## config.mk

```make
export PLATFORM = sky130hd
export DESIGN_NAME = seq_pattern_gen
export DESIGN_NICKNAME = d
export VERILOG_FILES = /design/src/rtl/seq_pkg.sv /design/src/rtl/seq_expect_model.sv /design/src/rtl/seq_pattern_gen.sv
export SDC_FILE = /design/constraint.sdc
export NUM_CORES = 1
export LEC_CHECK = 0
export ABC_AREA = 0
export ABC_CLOCK_PERIOD_IN_PS = 1900
export BUFFER_PORTS_ARGS = -buffer_cell sky130_fd_sc_hd__buf_4
export CELL_PAD_IN_SITES_DETAIL_PLACEMENT = 1
export CELL_PAD_IN_SITES_GLOBAL_PLACEMENT = 1
export CORE_UTILIZATION = 38
export CTS_CLUSTER_SIZE = 28
export DETAILED_ROUTE_END_ITERATION = 6
export GPL_ROUTABILITY_DRIVEN = 0
export PLACE_DENSITY = 0.83
export SLEW_MARGIN = 5
export SYNTH_ARGS = -nofsm -noshare
export SYNTH_HDL_FRONTEND = slang
export SYNTH_HIERARCHICAL = 1
export SYNTH_SLANG_ARGS = --single-unit
```

## constraint.sdc

```tcl
create_clock -name clk -period 1.9 [get_ports clk]
set_clock_uncertainty 0.15 [all_clocks]
set_input_delay 0.57 -clock clk [delete_from_list [all_inputs] [get_ports clk]]
set_output_delay 0.57 -clock clk [all_outputs]
set_load 0.1 [all_outputs]
```

## src/rtl/seq_pkg.sv

```systemverilog
// Shared definitions for the seq_pattern_gen / seq_detector serial link:
// FSM state encoding, default detect pattern and a counter-width helper.
package seq_pkg;

    typedef enum logic [1:0] {
        IDLE  = 2'd0,
        SHIFT = 2'd1,
        GAP   = 2'd2
    } seq_state_e;

    localparam int DEF_PAT_W = 4;
    localparam logic [DEF_PAT_W-1:0] DEF_PATTERN = 4'b1011;

    // Bits needed to count 0..n-1, never less than one.
    function automatic int cnt_width(input int n);
        return (n <= 2) ? 1 : $clog2(n);
    endfunction

endpackage

```

## src/rtl/seq_expect_model.sv

```systemverilog
// Predicts the registered detect output of a non-overlapping Moore detector
// watching the serial stream; used only when SEQ_PATTERN_GEN_EXPECT_EN is set.
module seq_expect_model
    import seq_pkg::*;
#(
    parameter int               PAT_W   = DEF_PAT_W,
    parameter logic [PAT_W-1:0] PATTERN = DEF_PATTERN
) (
    input  logic clk,
    input  logic reset,
    input  logic seq_in,
    output logic exp_detect
);

    localparam int               CNT_W   = cnt_width(PAT_W + 1);
    localparam logic [CNT_W-1:0] CNT_SAT = CNT_W'(PAT_W);

    logic [PAT_W-1:0] hist_r;
    logic [CNT_W-1:0] cnt_r;
    logic             exp_detect_r;
    logic [PAT_W-1:0] hist_s;
    logic [CNT_W-1:0] cnt_now_s;
    logic             match_s;

    // Window including the bit currently on the line; count saturates so a
    // match is only allowed once a full fresh pattern has been seen.
    always_comb begin
        hist_s    = (hist_r << 1'b1) | PAT_W'(seq_in);
        cnt_now_s = (cnt_r == CNT_SAT) ? CNT_SAT : cnt_r + CNT_W'(1);
        match_s   = (hist_s == PATTERN) && (cnt_now_s == CNT_SAT);
    end

    // History, match counter and registered detect pulse.
    always_ff @(posedge clk) begin
        if (reset) begin
            hist_r       <= '0;
            cnt_r        <= '0;
            exp_detect_r <= 1'b0;
        end else begin
            hist_r       <= hist_s;
            exp_detect_r <= match_s;
            cnt_r        <= match_s ? '0 : cnt_now_s;
        end
    end

    assign exp_detect = exp_detect_r;

endmodule

```

## src/rtl/seq_pattern_gen.sv

```systemverilog
// MSB-first serializer with valid/ready input and optional inter-word gap.
// Define SEQ_PATTERN_GEN_EXPECT_EN to build the detector expectation model (exp_detect).
module seq_pattern_gen
    import seq_pkg::*;
#(
    parameter int               WORD_W     = 8,
    parameter int               PAT_W      = DEF_PAT_W,
    parameter logic [PAT_W-1:0] PATTERN    = DEF_PATTERN,
    parameter int               GAP_CYCLES = 0
) (
    input  logic              clk,
    input  logic              reset,
    input  logic              in_valid,
    output logic              in_ready,
    input  logic [WORD_W-1:0] in_data,
    output logic              seq_out,
    output logic              busy,
    output logic              word_done
`ifdef SEQ_PATTERN_GEN_EXPECT_EN
    ,
    output logic              exp_detect
`endif
);

    localparam int                BIT_CW   = cnt_width(WORD_W);
    localparam int                GAP_CW   = cnt_width(GAP_CYCLES + 1);
    localparam logic [BIT_CW-1:0] LAST_BIT = BIT_CW'(WORD_W - 1);
    localparam logic [GAP_CW-1:0] LAST_GAP = GAP_CW'((GAP_CYCLES > 0) ? GAP_CYCLES - 1 : 0);
    localparam bit                NO_GAP   = (GAP_CYCLES == 0);
    localparam bit                ONE_BIT  = (WORD_W == 1);

    seq_state_e        state_r;
    logic [WORD_W-1:0] shift_r;
    logic [BIT_CW-1:0] bit_cnt_r;
    logic [GAP_CW-1:0] gap_cnt_r;
    logic              seq_out_r;
    logic              word_done_r;
    logic              last_bit_s;
    logic              accept_s;

    assign last_bit_s = (state_r == SHIFT) && (bit_cnt_r == LAST_BIT);
    // Ready in IDLE, and on the last bit when there is no gap so words stream without a bubble.
    assign in_ready   = (state_r == IDLE) || (last_bit_s && NO_GAP);
    assign accept_s   = in_valid && in_ready;
    assign busy       = (state_r != IDLE);
    assign seq_out    = seq_out_r;
    assign word_done  = word_done_r;

    // Serializer FSM: the MSB goes straight to seq_out on accept, the rest waits in shift_r.
    always_ff @(posedge clk) begin
        if (reset) begin
            state_r     <= IDLE;
            shift_r     <= '0;
            bit_cnt_r   <= '0;
            gap_cnt_r   <= '0;
            seq_out_r   <= 1'b0;
            word_done_r <= 1'b0;
        end else if (accept_s) begin
            state_r     <= SHIFT;
            shift_r     <= in_data << 1'b1;
            bit_cnt_r   <= '0;
            seq_out_r   <= in_data[WORD_W-1];
            word_done_r <= ONE_BIT;
        end else begin
            case (state_r)
                IDLE: begin
                    seq_out_r   <= 1'b0;
                    word_done_r <= 1'b0;
                end
                SHIFT: begin
                    if (!last_bit_s) begin
                        seq_out_r   <= shift_r[WORD_W-1];
                        shift_r     <= shift_r << 1'b1;
                        bit_cnt_r   <= bit_cnt_r + BIT_CW'(1);
                        word_done_r <= ((bit_cnt_r + BIT_CW'(1)) == LAST_BIT);
                    end else if (!NO_GAP) begin
                        state_r     <= GAP;
                        gap_cnt_r   <= '0;
                        seq_out_r   <= 1'b0;
                        word_done_r <= 1'b0;
                    end else begin
                        state_r     <= IDLE;
                        seq_out_r   <= 1'b0;
                        word_done_r <= 1'b0;
                    end
                end
                GAP: begin
                    seq_out_r   <= 1'b0;
                    word_done_r <= 1'b0;
                    if (gap_cnt_r == LAST_GAP) begin
                        state_r <= IDLE;
                    end else begin
                        gap_cnt_r <= gap_cnt_r + GAP_CW'(1);
                    end
                end
                default: begin
                    state_r     <= IDLE;
                    seq_out_r   <= 1'b0;
                    word_done_r <= 1'b0;
                end
            endcase
        end
    end

`ifdef SEQ_PATTERN_GEN_EXPECT_EN
    seq_expect_model #(
        .PAT_W   (PAT_W),
        .PATTERN (PATTERN)
    ) u_expect (
        .clk        (clk),
        .reset      (reset),
        .seq_in     (seq_out_r),
        .exp_detect (exp_detect)
    );
`endif

endmodule

```

After elaboration in Yosys (flattened, before gate mapping). Index checks and enable logic that the tools add are counted.

Input bits: 11. Register bits: 15. Word-level logic and storage cells: 47. Output and inout bits: 4.

Add/subtract/negate cells: 2. Equal/unequal tests: 10. Reductions and logical operators: 13. Muxes and demuxes: 11. Bitwise gates (word level): 4.

Operators with widths (number): two-way mux 8 bit (3); == test 3 bit, second input constant (2); != test 2 bit, second input constant (3); != test 3 bit, second input constant (2); case mux 2 bit (3 select lines) (1); AND reduction 2 bit (3); AND reduction 3 bit (2); two-way mux 1 bit (5); two-way mux 2 bit (2); inverter 1 bit (4); nonzero test 2 bit (2); OR reduction 4 bit (1); adder 3 x 1 -> 3 bit, second input constant (1); == test 2 x 1 -> 1 bit, second input constant (1); == test 2 bit, second input constant (1); logical AND 1 bit (2); zero test 2 bit (1); != test 2 x 1 -> 1 bit, second input constant (1); OR reduction 2 bit (1); adder 1 bit, second input constant (1); logical OR 1 bit (1).

Longest topological paths before layout.
Word-level depth: 6. Mapped depth: 8.

Least setup slack after synthesis. No wires, ideal clock.

Kind: register to output. Start point: register state_r[0]. End point: output in_ready. Data required time: 1.180 ns. Cell stages (with the launch flop): 5. Data arrival time: 1.571 ns. Setup slack: -0.391 ns. Buffers on the path: 2. Path through: dfxtp_1 > nor2b_4 > buf_6 > inv_6 > buf_8.

Longest elaborated chain between the ends: 3. Elaborated cells between the ends (all ways): 4.

RTL lines: from (decl) (line seq_pattern_gen.sv:32) `seq_state_e state_r;`; from (signal assigned) (line seq_pattern_gen.sv:52) `state_r <= IDLE;`; from (signal assigned) (line seq_pattern_gen.sv:59) `state_r <= SHIFT;`; from (signal assigned) (line seq_pattern_gen.sv:77) `state_r <= GAP;`; == test 2 x 1 -> 1 bit (line seq_pattern_gen.sv:41) `assign last_bit_s = (state_r == SHIFT) && (bit_cnt_r == LAST_BIT);`; logical AND 1 bit (line seq_pattern_gen.sv:41); logical OR 1 bit * (line seq_pattern_gen.sv:43) `assign in_ready = (state_r == IDLE) || (last_bit_s && NO_GAP);`; to (decl) (line seq_pattern_gen.sv:14) `output logic in_ready,`.

Mark *: on every way between the ends. The rest lies on a longest branch, timed or not.

Final worst setup path.
Start point: register bit_cnt_r[0]. End point: output in_ready.

Longest elaborated chain between the ends: 3.

RTL lines: from (decl) (line seq_pattern_gen.sv:34) `logic [BIT_CW-1:0] bit_cnt_r;`; from (signal assigned) (line seq_pattern_gen.sv:74) `bit_cnt_r <= bit_cnt_r + BIT_CW'(1);`; == test 3 bit (line seq_pattern_gen.sv:41); logical AND 1 bit (line seq_pattern_gen.sv:41); logical OR 1 bit (line seq_pattern_gen.sv:43).

No other way between the ends.

==> flow_summary.rst <==
.. list-table::
   :header-rows: 1

   * - Metric
     - Value
   * - Yosys cell types
     - 20
   * - Leakage power total
     - around 0.34 nW
   * - Post-Route Utilization
     - 0.531
   * - Wire length of the first global-routing pass
     - between 2000 and 2500 µm
   * - Number of antenna diodes
     - 0
   * - Post-route worst hold slack
     - about 0.35 ns
   * - TritonRoute pass-1 iters
     - 4
   * - Std cell rows
     - 14
   * - Data required time of the worst path
     - roughly 1.2 ns
   * - Fill count
     - roughly 170
   * - Result of the run
     - finished, violations left
   * - Crit path launch type
     - flip-flop
   * - Relative area change from synthesis to final layout
     - 29.1%
   * - Detailed router's first-iteration violation count
     - 2
   * - Register Area
     - 267 µm²
   * - Count of nets after finishing
     - between 90 and 100
   * - Post-placement cell area
     - just over 700 µm²
   * - Final Worst Setup Slack
     - -0.123 ns
   * - Critical path fanouts, max
     - 2
   * - Slew Viols, Final
     - 0
   * - Net switching share of the total power
     - 0.314
   * - DP HPWL
     - between 900 and 1000 µm
   * - Worst ir drop on vdd
     - about 0.5 mV
   * - Cell internal pwr
     - between 0.0004 and 0.0005 W
   * - Setup CP Type
     - flip-flop to primary output
   * - Logic gate share of total power
     - 0.215
   * - Syn_nets
     - 73
   * - Clock Power Share
     - 0.297
   * - Commonest non-fill, non-tap cell in the layout
     - buf_4
   * - Final std cell area, no fill
     - between 700 and 800 µm²
   * - Synthesis warning total
     - 6
   * - Syn Area/Cell
     - 10.5 µm²
   * - Number of port buffers
     - 14
   * - Crit share post-route
     - 1.06
   * - All-layer global routing usage
     - 0.186
   * - Switch Pwr
     - between 0.00015 and 0.0002 W
   * - Failing checks
     - setup timing
   * - CTS H-tree depth
     - 1
   * - Fraction of layout instances using a drive strength above 1
     - 0.461
   * - Worst slew pin tran
     - between 0.2 and 0.3 ns
   * - Reg power frac
     - 0.489
   * - CTS Buf Count
     - 3
   * - Core area
     - 1510 µm²
   * - Clock sink total
     - 13
   * - Overall Power
     - slightly above 0.0006 W
   * - Effective utilization at floorplan
     - 0.411
   * - Max transition margin
     - 0.816
   * - Number of remaining DRC errors
     - 0
   * - Pin count of the biggest net entering global routing
     - 17
   * - Final number of hold-violating endpoints
     - 0
   * - Number of top-level pins
     - 15
   * - Via count
     - approximately 500
   * - Clock transition at the registers of the reported paths
     - approximately 0.09 ns
   * - Worst skew pair latency
     - between 0.2 and 0.3 ns
   * - CTS tree
     - built
   * - Die Y-Extent
     - about 42 µm
   * - CTS root buffer
     - clkbuf_4
   * - Routed wire length
     - around 1400 µm
   * - Die footprint
     - between 1500 and 2000 µm²
   * - Tmin final
     - ~2.0 ns
   * - Part of the Yosys area used for sequential elements
     - 0.420
   * - Finish-stage setup viols
     - 1
   * - Commonest cells after routing, fill and taps aside
     - 16 x buf_4, 10 x dfxtp_1, 8 x nor2_1
   * - Highest achievable clock rate
     - between 0.4 and 0.5 GHz
   * - Maximum number of buffers from clock root to sink
     - 2
   * - Met1 layer usage reported by global route
     - 0.203
   * - Post-Synthesis Cells
     - 59
   * - Reported max-cap violation count
     - 0
   * - Die X-Extent
     - between 40 and 50 µm
   * - Via count of the first global-routing pass
     - around 530
   * - Worst Hold Class
     - flip-flop to flip-flop
   * - Worst setup EP type
     - primary output
   * - Most heavily used metal layer in global routing
     - met2
   * - Total of flip-flops plus latches after synthesis
     - 13
   * - Power per unit of standard cell area
     - approximately 770 nW/µm²
   * - Worst Path Arrival
     - approximately 1.3 ns
   * - Number of nets with antenna violations after detailed routing
     - 0
   * - Number of vias per cell
     - approximately 5.5
   * - Average wire per cell in the routed design
     - approximately 15 µm
   * - Area occupied by multi-input gates
     - 333 µm²
   * - Netlist Area Pre-Place
     - between 600 and 700 µm²
   * - Met3 routing resource usage after global routing
     - 0.0302
   * - Aggregate global routing overflow
     - 0
   * - RSZ-0062 raised after global routing
     - true
   * - Number of antenna violations at the first check in global routing
     - 0
   * - Met2 Resource Use GR
     - 0.342
layout make-up:
| type | instances | area share |
|---|---|---|
| clock buffers | 3 | 0.0282 |
| multi-input cells | 40 | 0.416 |
| well taps | 16 | 0.0250 |
| clock inverters | 1 | 0.00626 |
| inverters | 2 | 0.0156 |
| repair buffers | 17 | 0.175 |
| flip-flops and latches | 13 | 0.333 |
power groups by stage:
stage	clock network (W)	logic, W	registers [W]
floorplan	0	0.0000776	0.000322
global placement	0	0.000123	0.000303
detailed placement	0	0.000127	0.000305
CTS	0.000185	0.000133	0.000300
global route	0.000196	0.000142	0.000302
finish	0.000182	0.000132	0.000300
worst max-delay path, cell delays in order, from the launching register on:
cell and delay (ns):
dfxtp_2 0.35, ha_4 0.16, ha_4 0.15, nor2b_4 0.15, inv_6 0.05, buf_12 0.16
per-layer routing:
layer	up-vias	routed length, µm
met1	252	559
met5	-	0
li1	238	-
met2	13	765
met4	0	25
met3	4	61
logic make-up (layout without fill, tap and decap cells):
group,count (synthesis),after routing,synth area share
AND/OR/NAND/NOR,20,20,0.164
multiplexers,7,7,0.113
flip-flops,13,13,0.420
adder cells (fa/ha/maj),3,3,0.0606
AO/OA/AOI/OAI,10,10,0.160
buffers and inverters,6,23,0.0828
timing repair:
item	4_1_cts	5_1_grt
pin swaps	0	0
setup endpoints to repair	1	1
buffers inserted	1	0
hold buffers	0	0
gates resized for setup	9	0
synthesized netlist by cell type:
cell type  instances  share of area
a21oi_1            3          0.024
inv_6              1          0.014
dfxtp_1           13           0.42
buf_6              1          0.018
mux2i_1            7           0.11
nand2b_1           1          0.010
nor2_1             8          0.048
buf_4              1          0.012
nand3_1            1         0.0081
nand3b_1           2          0.024
ha_1               3          0.061
buf_8              1          0.024
nor3_1             2          0.016
a21oi_2            1          0.014
inv_1              1         0.0061
buf_2              1         0.0081
or3_1              1          0.010
a211oi_2           6           0.12
nand2_1            4          0.024
nor2b_4            1          0.022
path summary, 6_finish.rpt:
check                            startpoint                      end  slack (ns)  cells past startpoint
hold / removal      shift_r[7]$_SDFFE_PP0P_       seq_out$_SDFF_PP0_        0.35                      2
hold reg to reg     shift_r[7]$_SDFFE_PP0P_       seq_out$_SDFF_PP0_        0.35                      2
setup reg to reg  bit_cnt_r[0]$_SDFFE_PP0P_  shift_r[5]$_SDFFE_PP0P_        0.36                      7
setup / recovery  bit_cnt_r[0]$_SDFFE_PP0P_                 in_ready       -0.12                      5
flip-flops by register name, indices dropped and copies added (netlist names):
name,flops
word_done,1
shift_r,7
bit_cnt_r,3
state_r,1
seq_out,1
metrics by stage:
stage          std cells  setup TNS [ns]  setup WS (ns)
6_report              92          -0.123         -0.123
5_1_grt               92          -0.164         -0.164
4_1_cts               92          -0.115         -0.115
3_3_place_gp          87               0         0.0754
2_1_floorplan         59               0         0.0471
3_5_place_dp          87               0         0.0529
Power figures use the tool's default switching activity.
